## config.mk

```make
export PLATFORM = sky130hd
export DESIGN_NAME = v_upd_arb
export DESIGN_NICKNAME = d
export VERILOG_FILES = /design/src/rtl/cfg_pkg.sv /design/src/rtl/v_pkg.sv /design/src/rtl/v_upd_arb_fifo.sv /design/src/rtl/v_upd_arb.sv
export SDC_FILE = /design/constraint.sdc
export NUM_CORES = 1
export LEC_CHECK = 0
export ABC_CLOCK_PERIOD_IN_PS = 2200
export BUFFER_PORTS_ARGS = -buffer_cell sky130_fd_sc_hd__buf_2
export CAP_MARGIN = 20
export CORE_MARGIN = 2
export CORE_UTILIZATION = 30
export DETAILED_ROUTE_END_ITERATION = 12
export GPL_ROUTABILITY_DRIVEN = 0
export SYNTH_ARGS = -nofsm -noshare
export SYNTH_HDL_FRONTEND = slang
export SYNTH_HIERARCHICAL = 1
export SYNTH_SLANG_ARGS = --single-unit
```

## constraint.sdc

```tcl
create_clock -name clk -period 2.2 [get_ports clk]
set_input_delay 0.44 -clock clk [delete_from_list [all_inputs] [get_ports clk]]
set_output_delay 0.44 -clock clk [all_outputs]
set_load 0.1 [all_outputs]
```

## src/rtl/cfg_pkg.sv

```systemverilog
// Build-time defaults for the update arbiter.
package cfg_pkg;
  localparam int REQ_N_DEF  = 4;
  localparam int FIFO_D_DEF = 2;
endpackage

```

## src/rtl/v_pkg.sv

```systemverilog
// Shared types for the list-update path: payload fields, request struct, arbiter state.
package v_pkg;
  typedef logic [7:0]  id_t;
  typedef logic [3:0]  cmd_t;
  typedef logic [15:0] key_t;
  typedef logic [11:0] size_t;

  typedef enum logic [1:0] {
    ST_BOOT = 2'd0,
    ST_INIT = 2'd1,
    ST_RUN  = 2'd2
  } arb_state_t;

  typedef struct packed {
    id_t   prod_id;
    cmd_t  cmd;
    key_t  key;
    size_t size;
  } upd_req_t;
endpackage

```

## src/rtl/v_upd_arb_fifo.sv

```systemverilog
// Two-entry per-requester update buffer; ready and empty come straight from registered occupancy.
module v_upd_arb_fifo
  import v_pkg::*;
#(
  parameter int DEPTH = 2
) (
  input  logic     clk,
  input  logic     rst,
  input  logic     push,
  input  logic     pop,
  input  upd_req_t din,
  output upd_req_t dout,
  output logic     rdy,
  output logic     empty
);

  upd_req_t   mem_r [2];
  logic       wr_ptr_r;
  logic       rd_ptr_r;
  logic [1:0] cnt_r;

  // Storage, wrapping 1-bit pointers and occupancy count.
  always_ff @(posedge clk or negedge rst) begin
    if (!rst) begin
      mem_r[0] <= '0;
      mem_r[1] <= '0;
      wr_ptr_r <= 1'b0;
      rd_ptr_r <= 1'b0;
      cnt_r    <= 2'd0;
    end else begin
      if (push) begin
        mem_r[wr_ptr_r] <= din;
        wr_ptr_r        <= ~wr_ptr_r;
      end
      if (pop) begin
        rd_ptr_r <= ~rd_ptr_r;
      end
      case ({push, pop})
        2'b10:   cnt_r <= cnt_r + 2'd1;
        2'b01:   cnt_r <= cnt_r - 2'd1;
        default: cnt_r <= cnt_r;
      endcase
    end
  end

  assign dout  = mem_r[rd_ptr_r];
  assign rdy   = (cnt_r != 2'(DEPTH));
  assign empty = (cnt_r == 2'd0);

endmodule

```

## src/rtl/v_upd_arb.sv

```systemverilog
// Round-robin arbiter merging per-requester update FIFOs onto the list-engine update bus.
// Optional V_UPD_ARB_CNT_EN adds saturating per-requester grant counters (o_grant_cnt_r).
module v_upd_arb
  import v_pkg::*;
#(
  parameter int REQ_N  = cfg_pkg::REQ_N_DEF,
  parameter int FIFO_D = cfg_pkg::FIFO_D_DEF
) (
  input  logic                       clk,
  input  logic                       rst,
  input  logic [REQ_N-1:0]           i_req_vld,
  output logic [REQ_N-1:0]           o_req_rdy,
  input  id_t  [REQ_N-1:0]           i_req_prod_id,
  input  cmd_t [REQ_N-1:0]           i_req_cmd,
  input  key_t [REQ_N-1:0]           i_req_key,
  input  size_t [REQ_N-1:0]          i_req_size,
  input  logic                       i_busy,
  output logic                       o_upd_vld_r,
  output id_t                        o_upd_prod_id_r,
  output cmd_t                       o_upd_cmd_r,
  output key_t                       o_upd_key_r,
  output size_t                      o_upd_size_r,
  output logic [$clog2(REQ_N)-1:0]   o_upd_src_r,
`ifdef V_UPD_ARB_CNT_EN
  output logic [REQ_N-1:0][15:0]     o_grant_cnt_r,
`endif
  output logic                       o_run_r
);

  localparam int SRC_W = $clog2(REQ_N);

  arb_state_t             state_r;
  logic [SRC_W-1:0]       last_grant_r;
  logic [SRC_W-1:0]       gnt_idx_s;
  logic                   gnt_vld_s;
  logic [REQ_N-1:0]       push_s;
  logic [REQ_N-1:0]       pop_s;
  logic [REQ_N-1:0]       empty_s;
  upd_req_t [REQ_N-1:0]   head_s;
  upd_req_t               gnt_req_s;

  // First requester above the last grant wins; otherwise wrap to the lowest index.
  function automatic logic [SRC_W:0] rr_pick(input logic [REQ_N-1:0] req,
                                             input logic [SRC_W-1:0] last);
    logic             hi_found;
    logic             lo_found;
    logic [SRC_W-1:0] hi_idx;
    logic [SRC_W-1:0] lo_idx;
    hi_found = 1'b0;
    lo_found = 1'b0;
    hi_idx   = '0;
    lo_idx   = '0;
    for (int i = 0; i < REQ_N; i++) begin
      if (req[i] && !lo_found) begin
        lo_found = 1'b1;
        lo_idx   = SRC_W'(i);
      end
      if (req[i] && !hi_found && (SRC_W'(i) > last)) begin
        hi_found = 1'b1;
        hi_idx   = SRC_W'(i);
      end
    end
    return hi_found ? {1'b1, hi_idx} : {lo_found, lo_idx};
  endfunction

  genvar g;
  generate
    for (g = 0; g < REQ_N; g++) begin : g_fifo
      upd_req_t din_s;
      assign din_s     = {i_req_prod_id[g], i_req_cmd[g], i_req_key[g], i_req_size[g]};
      assign push_s[g] = i_req_vld[g] & o_req_rdy[g];

      v_upd_arb_fifo #(.DEPTH(FIFO_D)) u_fifo (
        .clk   (clk),
        .rst   (rst),
        .push  (push_s[g]),
        .pop   (pop_s[g]),
        .din   (din_s),
        .dout  (head_s[g]),
        .rdy   (o_req_rdy[g]),
        .empty (empty_s[g])
      );
    end
  endgenerate

  // Grant selection; busy blocks new grants even before the state leaves RUN.
  always_comb begin
    gnt_vld_s = 1'b0;
    gnt_idx_s = '0;
    if ((state_r == ST_RUN) && !i_busy) begin
      {gnt_vld_s, gnt_idx_s} = rr_pick(~empty_s, last_grant_r);
    end else begin
      gnt_vld_s = 1'b0;
    end
  end

  // Pop the granted head in the same cycle it is registered on the bus.
  always_comb begin
    pop_s = '0;
    for (int i = 0; i < REQ_N; i++) begin
      pop_s[i] = gnt_vld_s && (gnt_idx_s == SRC_W'(i));
    end
  end

  assign gnt_req_s = head_s[gnt_idx_s];

  // Arbiter FSM with registered run flag.
  always_ff @(posedge clk or negedge rst) begin
    if (!rst) begin
      state_r <= ST_BOOT;
      o_run_r <= 1'b0;
    end else begin
      case (state_r)
        ST_BOOT: begin
          if (i_busy) begin
            state_r <= ST_INIT;
          end else begin
            state_r <= ST_BOOT;
          end
          o_run_r <= 1'b0;
        end
        ST_INIT: begin
          if (!i_busy) begin
            state_r <= ST_RUN;
            o_run_r <= 1'b1;
          end else begin
            state_r <= ST_INIT;
            o_run_r <= 1'b0;
          end
        end
        ST_RUN: begin
          if (i_busy) begin
            state_r <= ST_INIT;
            o_run_r <= 1'b0;
          end else begin
            state_r <= ST_RUN;
            o_run_r <= 1'b1;
          end
        end
        default: begin
          state_r <= ST_BOOT;
          o_run_r <= 1'b0;
        end
      endcase
    end
  end

  // Update bus registers; payload holds between strobes.
  always_ff @(posedge clk or negedge rst) begin
    if (!rst) begin
      last_grant_r    <= SRC_W'(REQ_N - 1);
      o_upd_vld_r     <= 1'b0;
      o_upd_prod_id_r <= '0;
      o_upd_cmd_r     <= '0;
      o_upd_key_r     <= '0;
      o_upd_size_r    <= '0;
      o_upd_src_r     <= '0;
    end else begin
      o_upd_vld_r <= gnt_vld_s;
      if (gnt_vld_s) begin
        last_grant_r    <= gnt_idx_s;
        o_upd_prod_id_r <= gnt_req_s.prod_id;
        o_upd_cmd_r     <= gnt_req_s.cmd;
        o_upd_key_r     <= gnt_req_s.key;
        o_upd_size_r    <= gnt_req_s.size;
        o_upd_src_r     <= gnt_idx_s;
      end
    end
  end

`ifdef V_UPD_ARB_CNT_EN
  // Saturating grant counters.
  always_ff @(posedge clk or negedge rst) begin
    if (!rst) begin
      o_grant_cnt_r <= '0;
    end else begin
      for (int i = 0; i < REQ_N; i++) begin
        if (pop_s[i] && (o_grant_cnt_r[i] != 16'hFFFF)) begin
          o_grant_cnt_r[i] <= o_grant_cnt_r[i] + 16'd1;
        end
      end
    end
  end
`endif

endmodule

```

Word-level counts from Yosys, hierarchy flattened
Cells that the tools add are included. W data, S select, Z words.

Bits in registers: 384. Bits of input ports: 167. Logic and storage cells: 212. Output and inout port bits: 48.

Reduce and logical (&&, ||, !) cells: 37. Eq/ne operators: 17. $add $sub $neg: 8. $lt $le $gt $ge: 17. Multiplexer cells: 59. Bitwise gates (word level): 21.

Operators by type and width (count): $mux W40 (17); $bwmux W80 (4); $demux W40 S1 (4); $bmux W40 S2 (1); $mux W1 (21); $pmux W2 S2 (5); $logic_and A1 B1 Y1 (19); $ge A2 B2 Y1 const B (8); $not A1 Y2 (8); $eq A2 B2 Y1 const B (7); $eq A2 B1 Y1 const B (6); $logic_not A2 Y1 (6); $mux W2 (6); $add A2 B1 Y2 const B (4); $lt A2 B1 Y1 const B (4); $ne A2 B2 Y1 const B (4); $not A1 Y1 (8); $reduce_bool A2 Y1 (4); $sub A2 B1 Y2 const B (4); $logic_not A1 Y1 (7); $and A1 B1 Y1 (4); $gt A1 B2 Y1 const A (2); $gt A2 B2 Y1 const A (2); $not A4 Y4 (1); 3 further kinds (3).

Logic depth before layout (Yosys ltp)
Depth after elaboration: 26. Gate-level depth with buffers: 10.

Modules after synthesis
Netlist, hierarchy kept.

By module, submodules not included: v_upd_arb_fifo (cells each 229, seq. area each 2102.0 sq um, instances 4, area each 3611.0 sq um); v_upd_arb (cells each 269, seq. area each 1178.6 sq um, instances 1, area each 3181.8 sq um).

Least setup slack after synthesis
No wires, ideal clock.

Path type: reg-to-reg. From: reg, netlist name o_run_r. To: reg g_fifo[0].u_fifo.cnt_r[1]. Setup time: 0.079 ns. Path slack: -0.501 ns. Arrival: 2.622 ns. Clock period less this slack: 2.701 ns. Cell stages (with the launch flop): 9. Path through: dfrtp_1 > ha_1 > nor2b_1 > o311ai_4 > buf_2 > and3_1 > ha_1 > nor2_1 > xor2_1.

RTL lines: to (signal assigned) (RTL line v_upd_arb_fifo.sv:39) `2'b10: cnt_r <= cnt_r + 2'd1;`; to (signal assigned) (RTL line v_upd_arb_fifo.sv:40) `2'b01: cnt_r <= cnt_r - 2'd1;`; to (signal assigned) (RTL line v_upd_arb_fifo.sv:41) `default: cnt_r <= cnt_r;`; to (decl) (RTL line v_upd_arb_fifo.sv:20) `logic [1:0] cnt_r;`.

Worst setup path in the final report
From: reg g_fifo[3].u_fifo.cnt_r[0]. To: reg o_upd_key_r[12].

Word-level cells in the longest chain between the ends: 10. Elaborated cells between the ends (all ways): 15. Those cells by class: mux: 10; bitwise: 1; reduce/logical: 4.

RTL lines: from (decl) (RTL line v_upd_arb_fifo.sv:20); from (signal assigned) (RTL line v_upd_arb_fifo.sv:39); from (signal assigned) (RTL line v_upd_arb_fifo.sv:40); from (signal assigned) (RTL line v_upd_arb_fifo.sv:41); $logic_not A2 Y1 (*) (RTL line v_upd_arb_fifo.sv:48) `assign empty = (cnt_r == 2'd0);`; net empty_s[3] (RTL line v_upd_arb.sv:38) `logic [REQ_N-1:0] empty_s;`; $not A4 Y4 (*) (RTL line v_upd_arb.sv:91) `{gnt_vld_s, gnt_idx_s} = rr_pick(~empty_s, last_grant_r);`; $logic_and A1 B1 Y1 (2 in series) (RTL line v_upd_arb.sv:58) `if (req[i] && !hi_found && (SRC_W'(i) > last)) begin`; $mux W1 (RTL line v_upd_arb.sv:58); $mux W1 (RTL line v_upd_arb.sv:90) `if ((state_r == ST_RUN) && !i_busy) begin`; $mux W3 (*) (RTL line v_upd_arb.sv:63) `return hi_found ? {1'b1, hi_idx} : {lo_found, lo_idx};`; $mux W2 (RTL line v_upd_arb.sv:90); $bmux W40 S2 (RTL line v_upd_arb.sv:105) `assign gnt_req_s = head_s[gnt_idx_s];`; $mux W40 (not written as such) (RTL line v_upd_arb.sv:105); to (signal assigned) (RTL line v_upd_arb.sv:164) `o_upd_key_r <= gnt_req_s.key;`; to (decl) (RTL line v_upd_arb.sv:21) `output key_t o_upd_key_r,`.

Mark *: on every way through the listed nets, which the timed path passes. The rest lies on a longest branch. The select of a mux whose other input is x is not followed. A chain may end at the register's enable or synchronous reset.

==> results.md <==
- Starting Density: 30.4%
- Worst r2r src: g_fifo[3].u_fifo/cnt_r[0]$_DFFE_PN0P_
- Setup Crit Path Kind: register to register
- Wirelength, routed: 46600 um
- Max FO, Critical Path: 5
- Synth area leaders: dfrtp_1, mux2_2, mux2i_1
- Slew @ Worst Pin: 0.592 ns
- Vias in the first global route: 11300
- Maxcap violations: 0
- Cells after synthesis: 1185
- FF+latch count, synth: 383
- Util after Layout: 37.3%
- Area of the die: 0.0607 mm^2
- DR iter-0 viols: 441
- Static leakage: 9.74 nW
- Most common cell in the netlist: mux2_2
- Yosys cell types: 36
- WP data required: 2.61 ns
- H-tree depth: 2
- Clock buffer depth: 3
- R2R Path End: o_upd_key_r[12]$_DFFE_PN0P_
- Mapped Area: 0.0176 mm^2
- Highest Clock Rate: 0.466 GHz
- Die width: 246 um
- Synthesis Warnings: 6
- Worst slew margin: 60.8%
- Fin nets: 1625
- Max IR drop VDD: 1.08 mV
- Drt first pass iters: 4
- CP endpoint kind: register
- Final setup vio count: 0
- Via count: 10500
- Number of top-level pins: 215
- Power per cell area: 1710 mW/mm^2
- Clock Pin Slew Worst Setup and Hold Paths: 0.06 ns
- Hold Violations, Final: 0
- Clk_skew: 0.0167 ns
- Post-route setup slack: 0.0538 ns
- Clk Latency, worst-skew pair: 0.56 ns
- Final cycle utilization of the critical path: 97.6%
- FF-to-FF path depth: 10
- DRC: 0
- Worst Setup Start Kind: register
- CTS Sinks: 383
- Top FF cell, synth: dfrtp_1
- Post-layout min period: 2.15 ns
- Hpwl dp: 33900 um
- Routed length per placed instance: 20.7 um
- Setup_tns: 0 ns
- CP arrival: 2.56 ns
- PortBufs: 214
- Core area: 0.0579 mm^2
- Syn avg cell area: 14.9 um^2
- Syn_nets: 1359
- Design area: 0.0216 mm^2
- Status: finished clean
- Worst setup endpoint: o_upd_key_r[12]$_DFFE_PN0P_
- Total power: 0.0370 W
- Die Ht: 246 um
- R2r setup slk: 0.05 ns
- Rows: 88
- Area share of the largest cell type after synthesis: 54.1%
- Clock root buffer: clkbuf_16
- Async set-reset flop share out of synthesis: 100%
- Vias per Instance: 4.67
- Slew Limit Fails: 0
- Seq/Total Area, Yosys: 54.4%
- Post-synth EDFFs: 0
- Synth area leader: dfrtp_1
- Initial antenna violation count: 18
- Share of cells above drive strength 1: 60.9%
- Tightest Hold Check Type: primary input to register
- GRT Overall Usage: 15.3%
- CTS buffer count: 42
- Placed Area: 0.0201 mm^2
- GRT overflow: 0
- Setup crit start: g_fifo[3].u_fifo/cnt_r[0]$_DFFE_PN0P_
- Area grow syn2layout: 22.6%
- Pin count of the biggest net entering global routing: 66
- Number of nets with antenna violations after routing: 0
- Dpl ws: -0.100 ns
- CTS tree: built
- First-pass GRT wire length: 70600 um
- Post-synth top cells: mux2_2, dfrtp_1, mux2i_1
[flip-flops by register name, indices dropped and copies added, names as in the netlist, 2 cells and up]
register                flops
o_upd_key_r                16
o_upd_prod_id_r             8
last_grant_r                2
g_fifo.u_fifo/wr_ptr_r      4
g_fifo.u_fifo/cnt_r         8
g_fifo.u_fifo/mem_r       320
o_upd_src_r                 2
o_upd_cmd_r                 4
o_upd_size_r               12
g_fifo.u_fifo/rd_ptr_r      4
[routing by layer]
metal | share of wire, % | global-route usage [%] | up-vias
met3 | 6.3 | 4.42 | 84
met4 | 2.2 | 4.66 | 30
met5 | 0.38 | 0 | -
met2 | 43 | 22.3 | 192
met1 | 48 | 21.9 | 5393
li1 | - | - | 4797
[where the power goes]
group | internal, W | switching (W) | leakage (nW) | total, W
logic | 0.00803 | 0.00947 | 4.57 | 0.0175
clock network | 0.00402 | 0.00279 | 0.646 | 0.00680
registers | 0.0107 | 0.00200 | 4.52 | 0.0127
[final cells by class]
type                    count  area [um^2]
multi-input cells         722         7660
fillers                  5584        36300
clock inverters             9         98.8
flip-flops and latches    383         9600
repair buffers            295         2040
diodes                      5         12.5
clock buffers              63         1210
well taps                 765          957
inverters                   7         26.3
[cell usage in the layout, fill, tap and decap left out, types with 9 or more instances in the layout]
master / count
mux2i_2: 9
mux2_1: 12
nand2_1: 48
clkbuf_16: 44
mux2_2: 468
clkbuf_1: 14
buf_12: 24
buf_2: 212
dfrtp_1: 376
o221ai_2: 40
mux2i_1: 71
buf_4: 51
xor2_1: 12
[logic make-up after synthesis]
family / Yosys count / synth area share (%)
xor+xnor: 20 / 0.994
flops: 383 / 54.4
fa+ha+maj: 7 / 0.497
mux: 560 / 35.2
compound gates: 47 / 3.80
buf+inv: 80 / 2.92
simple gates: 88 / 2.19
[how the worst min path moves through the flow]
| stage | start | endpoint | slack [ns] | depth (start not counted) |
|---|---|---|---|---|
| floorplan | rst | g_fifo[0].u_fifo/cnt_r[0]$_DFFE_PN0P_ | 0.14 | 0 |
| global placement | rst | g_fifo[3].u_fifo/wr_ptr_r$_DFFE_PN0P_ | 0.42 | 1 |
| detailed placement | rst | o_upd_prod_id_r[6]$_DFFE_PN0P_ | 0.42 | 1 |
| CTS | i_busy | o_run_r$_DFF_PN0_ | 0.03 | 2 |
| global route | i_busy | o_run_r$_DFF_PN0_ | 0.09 | 2 |
| finish | i_busy | o_run_r$_DFF_PN0_ | 0.09 | 2 |
[critical path, stage by stage (launching register included)]
cell and delay (ns):
dfrtp_1 0.40, nor2_4 0.14, nand2b_1 0.16, a21boi_2 0.09
o311ai_4 0.36, buf_6 0.17, buf_4 0.11, buf_12 0.12
mux2i_2 0.19, buf_4 0.16, o221ai_2 0.09
[per-stage QoR]
stage,hold WS (ns),instances
finish,0.0903,2249
global route,0.0934,2245
CTS,0.0336,2239
detailed placement,0.418,2166
global placement,0.417,2166
floorplan,0.144,1185
[what timing repair did]
action | CTS | global route
hold buffers | 1 | 0
gates cloned | 0 | 1
resized for setup | 8 | 19
buffers inserted | 0 | 4
pin swaps | 0 | 4
endpoints found under the hold margin | 40 | 0
endpoints found under the setup margin | 27 | 19
Power figures use the tool's default switching activity.
